==> config.mk <==
export PLATFORM = sky130hd
export DESIGN_NAME = seg_scan
export DESIGN_NICKNAME = d
export VERILOG_FILES = /design/src/rtl/seg_pkg.sv /design/src/rtl/seg_hex_decode.sv /design/src/rtl/seg_scan.sv
export SDC_FILE = /design/constraint.sdc
export NUM_CORES = 1
export LEC_CHECK = 0
export BUFFER_PORTS_ARGS = -buffer_cell sky130_fd_sc_hd__buf_2
export CAP_MARGIN = 40
export CORE_MARGIN = 5
export CORE_UTILIZATION = 35
export CTS_CLUSTER_DIAMETER = 60
export DETAILED_ROUTE_END_ITERATION = 6
export PLACE_DENSITY_LB_ADDON = 0.12
export SETUP_SLACK_MARGIN = 0.4
export SYNTH_ARGS = -nofsm -noshare
export SYNTH_HDL_FRONTEND = slang
export SYNTH_HIERARCHICAL = 1
export SYNTH_SLANG_ARGS = --single-unit
==> constraint.sdc <==
create_clock -name clk -period 5.8 [get_ports clk]
set_input_delay 1.16 -clock clk [delete_from_list [all_inputs] [get_ports clk]]
set_output_delay 1.16 -clock clk [all_outputs]
set_load 0.1 [all_outputs]
==> src/rtl/seg_pkg.sv <==
// seg_pkg: shared seven-segment constants and hex glyph table (active-low, bit6=a .. bit0=g).
package seg_pkg;
  localparam logic [6:0] SEG_OFF = 7'b1111111;
  localparam logic [6:0] HEX_SEG [16] = '{
    7'b0000001, 7'b1001111, 7'b0010010, 7'b0000110,
    7'b1001100, 7'b0100100, 7'b0100000, 7'b0001111,
    7'b0000000, 7'b0000100, 7'b0001000, 7'b1100000,
    7'b0110001, 7'b1000010, 7'b0110000, 7'b0111000
  };
  function automatic logic [6:0] hex_to_seg(input logic [3:0] nib);
    return HEX_SEG[nib];
  endfunction
endpackage

==> src/rtl/seg_hex_decode.sv <==
// seg_hex_decode: combinational nibble to active-low seven-segment glyph.
module seg_hex_decode
  import seg_pkg::*;
(
  input  logic [3:0] nibble_i,
  output logic [6:0] seg_o
);
  assign seg_o = hex_to_seg(nibble_i);
endmodule

==> src/rtl/seg_scan.sv <==
// seg_scan: multiplexed hex display scanner with per-frame input shadowing, blanking,
// decimal points, leading-zero suppression and an all-off gap at the start of each slot.
module seg_scan
  import seg_pkg::*;
#(
  parameter int NUM_DIGITS   = 4,
  parameter int DIV          = 50000,
  parameter int BLANK_CYCLES = 2
) (
  input  logic                    clk,
  input  logic                    rst,
  input  logic [4*NUM_DIGITS-1:0] data,
  input  logic [NUM_DIGITS-1:0]   dp_in,
  input  logic [NUM_DIGITS-1:0]   digit_en,
  input  logic                    lzs_en,
  output logic [6:0]              seg,
  output logic                    dp,
  output logic [NUM_DIGITS-1:0]   an,
  output logic                    frame_tick
);
  localparam int CW = $clog2(DIV);
  localparam int IW = (NUM_DIGITS > 1) ? $clog2(NUM_DIGITS) : 1;
  logic [CW-1:0]             cnt_q;
  logic [IW-1:0]             idx_q;
  logic [4*NUM_DIGITS-1:0]   sh_data_q;
  logic [NUM_DIGITS-1:0]     sh_dp_q, sh_en_q, lz;
  logic                      sh_lzs_q, z;
  logic [6:0]                seg_q, hex_seg;
  logic                      dp_q, tick_q;
  logic [NUM_DIGITS-1:0]     an_q, an_act;
  logic [3:0]                nib;
  logic                      wrap, last, cap, gap, blank;
  assign wrap   = cnt_q == CW'(DIV - 1);
  assign last   = idx_q == IW'(NUM_DIGITS - 1);
  assign cap    = cnt_q == '0 && idx_q == '0;
  assign gap    = cnt_q < CW'(BLANK_CYCLES);
  assign nib    = sh_data_q[{idx_q, 2'b00} +: 4];
  assign an_act = ~(NUM_DIGITS'(1) << idx_q);
  // lz[i] is set when every shadow nibble from the top digit down to i is zero
  always_comb begin
    z  = 1'b1;
    lz = '0;
    for (int i = NUM_DIGITS - 1; i >= 0; i--) begin
      z     = z & (sh_data_q[4*i +: 4] == 4'd0);
      lz[i] = z;
    end
  end
  assign blank = !sh_en_q[idx_q] || (sh_lzs_q && idx_q != '0 && lz[idx_q]);
  seg_hex_decode u_dec (
    .nibble_i (nib),
    .seg_o    (hex_seg)
  );
  always_ff @(posedge clk) begin
    if (rst) begin
      cnt_q     <= '0;
      idx_q     <= '0;
      sh_data_q <= '0;
      sh_dp_q   <= '0;
      sh_en_q   <= '0;
      sh_lzs_q  <= 1'b0;
      seg_q     <= SEG_OFF;
      dp_q      <= 1'b1;
      an_q      <= '1;
      tick_q    <= 1'b0;
    end else begin
      cnt_q <= wrap ? '0 : cnt_q + 1'b1;
      if (wrap) idx_q <= last ? '0 : idx_q + 1'b1;
      if (cap) begin
        sh_data_q <= data;
        sh_dp_q   <= dp_in;
        sh_en_q   <= digit_en;
        sh_lzs_q  <= lzs_en;
      end
      tick_q <= cap;
      an_q   <= gap ? '1 : an_act;
      seg_q  <= (gap || blank) ? SEG_OFF : hex_seg;
      dp_q   <= (gap || blank) ? 1'b1 : ~sh_dp_q[idx_q];
    end
  end
  assign seg        = seg_q;
  assign dp         = dp_q;
  assign an         = an_q;
  assign frame_tick = tick_q;
endmodule

==> flow_metrics.py <==
metrics = {
    "outcome": {
        "outcome": "completed",
    },
    "grt": {
        "grt_pass1_wl_um": 9680,
        "grt_overflow": 0,
        "gr-usage-all-layers": 0.1183,
        "grt_max_degree": 57,
        "grt_pass1_vias": 1955,
        "grt_antenna_before_repair": 0,
    },
    "floorplanning": {
        "fp.dieH_um": 100.5,
        "io_pins": 40,
        "die_x_um": 100.5,
        "rows": 33,
        "start_util": 0.3545,
        "die-area_mm2": 0.01011,
        "coreArea_mm2": 0.008093,
    },
    "logic_synthesis": {
        "synth_commonest_cells": "dfxtp_1, nand2b_1, mux2i_1",
        "synth.avg_cell_area_um2": 9.927,
        "ys_ff_latch": 56,
        "yosys_most_used_dff": "dfxtp_1",
        "syn_inst": 289,
        "yosys_warnings": 6,
        "yosys-top-cells-area": "dfxtp_1, nand2b_1, mux2i_1",
        "postSynth.asyncResetShare": 0,
        "yosysTopAreaCell": "dfxtp_1",
        "ys_types": 42,
        "yosys.area.top_type_share": 0.3908,
        "syn_nets": 329,
        "seq_area_frac_synth": 0.3908,
        "synth-edff-count": 0,
        "yosysMostFrequentCell": "dfxtp_1",
        "synth.cell_area_mm2": 0.002869,
    },
    "cells_and_area": {
        "drive_gt1_frac": 0.1838,
        "nets": 360,
        "nFillCells": 822,
        "ff_latch_area_mm2": 0.001121,
        "final_area_mm2": 0.003201,
        "final_cells": 426,
        "syn2layout_area_growth_pct": 11.56,
        "multi_input_area_mm2": 0.001593,
        "utilization": 0.3955,
        "num_antenna_cells": 0,
    },
    "routing": {
        "drt-total-wl_um": 5552,
        "antenna_left": 0,
        "avgViaCountPerCell": 4.746,
        "vias": 2022,
        "first_pass_iters": 4,
        "avgRoutedWirePerCell_um": 13.03,
        "drcViolationCount": 0,
        "first_iter_violations": 132,
    },
    "clocking": {
        "clk_path_buf_depth": 2,
        "post_cts_buffers": 0,
        "cts_made_buffers": 5,
        "postCtsHoldBufs": 0,
        "root_buffer": "clkbuf_8",
        "insertion_delay_ns": 0.31,
        "htree_num_levels": 2,
        "cts_tree": "yes",
        "path_clk_slew_ns": 0.10,
        "post_cts_resized": 0,
        "clock_sink_count": 56,
    },
    "timing": {
        "setup_viol": 0,
        "fin_tns_setup_ns": 0,
        "period_share": 0.4254,
        "fmax_mhz": 405.3,
        "rsz0062_at_grt": "no",
        "maxSlewViolCount": 0,
        "slew_headroom": 0.5310,
        "period_minus_slack_ns": 2.467,
        "hold_viol": 0,
        "finClkSkew_ns": 0.008111,
        "worstMarginPinSlew_ns": 0.7035,
    },
    "placement": {
        "port_buffers": 39,
        "dp_cells": 418,
        "gp_congestion": 0.7299,
        "placedInstanceArea_mm2": 0.003093,
        "hpwl_um": 4086,
    },
    "setup_path": {
        "critPathCaptureType": "flip-flop",
        "worstReg2RegStart": "idx_q[0]",
        "crit_type": "flip-flop to flip-flop",
        "startpoint": "idx_q[0]",
        "cp_data_required_time_ns": 5.99,
        "start_kind": "flip-flop",
        "cp.arrival_ns": 2.66,
        "cp_max_fo": 12,
    },
    "flow_run": {
        "cap_violations": 0,
    },
    "pwr": {
        "power.density_mw_per_mm2": 257.6,
        "power_leakage_uw": 0.001236,
        "vdd_drop_max_v": 0.0001223,
    },
    "worst_hold_path": {
        "hold_path_class": "flip-flop to flip-flop",
        "hp-start": "sh_dp_q[1]",
    },
}
==> final timing paths <==
kind         cells after the start          to  slack [ns]
max                              6      seg[3]        3.33
min                              2  sh_dp_q[1]        0.48
max reg2reg                      6      seg[3]        3.33
min reg2reg                      2  sh_dp_q[1]        0.48
==> state kept, by name (all words and copies together), names as in the netlist <==
signal      count
idx_q           2
sh_en_q         4
an              4
frame_tick      1
dp              1
sh_lzs_q        1
sh_dp_q         4
seg             7
cnt_q          16
sh_data_q      16
==> kinds of logic after synthesis <==
group	share of synthesized area
simple gates	0.2573
flops	0.3908
mux	0.1609
buf+inv	0.05407
compound gates	0.04056
xor+xnor	0.03969
fa+ha+maj	0.05670
==> per-stage QoR <==
stage / setup slack (ns) / hold slack (ns) / total power (µW)
after CTS: 3.301 / 0.4826 / 834.1
final: 3.333 / 0.4790 / 824.3
after global routing: 3.156 / 0.5012 / 866.1
after global placement: 3.212 / 0.4560 / 576.7
after floorplan: 3.570 / 0.4374 / 553.3
after detailed placement: 3.311 / 0.4639 / 577.6
==> placed cells by master, fill, tap and decap left out, types with 2 or more instances in the layout <==
| cell | instances |
|---|---|
| o21ai_0 | 5 |
| or3_1 | 3 |
| nand3_1 | 11 |
| mux4_2 | 6 |
| ha_1 | 13 |
| nor3_1 | 2 |
| nor4_1 | 6 |
| nand3b_1 | 7 |
| and3_1 | 2 |
| dfxtp_1 | 56 |
| buf_4 | 2 |
| buf_2 | 39 |
| inv_1 | 9 |
| a21oi_1 | 4 |
| nand4_1 | 5 |
| and4_1 | 2 |
| mux2i_1 | 30 |
| nand2_1 | 8 |
| a21o_1 | 2 |
| clkbuf_8 | 5 |
| xnor2_1 | 8 |
| nor2_1 | 21 |
| or4_1 | 2 |
| nand2b_1 | 51 |
| xor2_1 | 5 |
==> power by group <==
| group | switching, µW | internal (µW) |
|---|---|---|
| sequential | 17.7 | 407 |
| combinational | 78.5 | 62.6 |
| clock | 129 | 129 |
| total | 226 | 599 |
==> area by class of cell <==
cell class | instances | share of cell area
Sequential cell | 56 | 0.3503
Inverter | 10 | 0.01173
Timing Repair Buffer | 41 | 0.06568
Clock buffer | 6 | 0.02267
Clock inverter | 2 | 0.01095
Tap cell | 105 | 0.04105
Multi-Input combinational cell | 206 | 0.4977
==> metal layers <==
metal / track usage / vias to the layer above / routed length, µm
met4: 0.03109 / 0 / 61
met1: 0.1781 / 919 / 3030
met2: 0.1677 / 41 / 2180
met3: 0.02907 / 5 / 279
met5: 0 / - / 0
li1: - / 1057 / -
==> worst max-delay path: stages, from the launching register on <==
cell      delay, ns
dfxtp_1        0.69
mux4_2         0.66
inv_1          0.18
ha_1           0.17
inv_1          0.04
mux4_1         0.46
nand3b_1       0.16
Power figures use the tool's default switching activity.
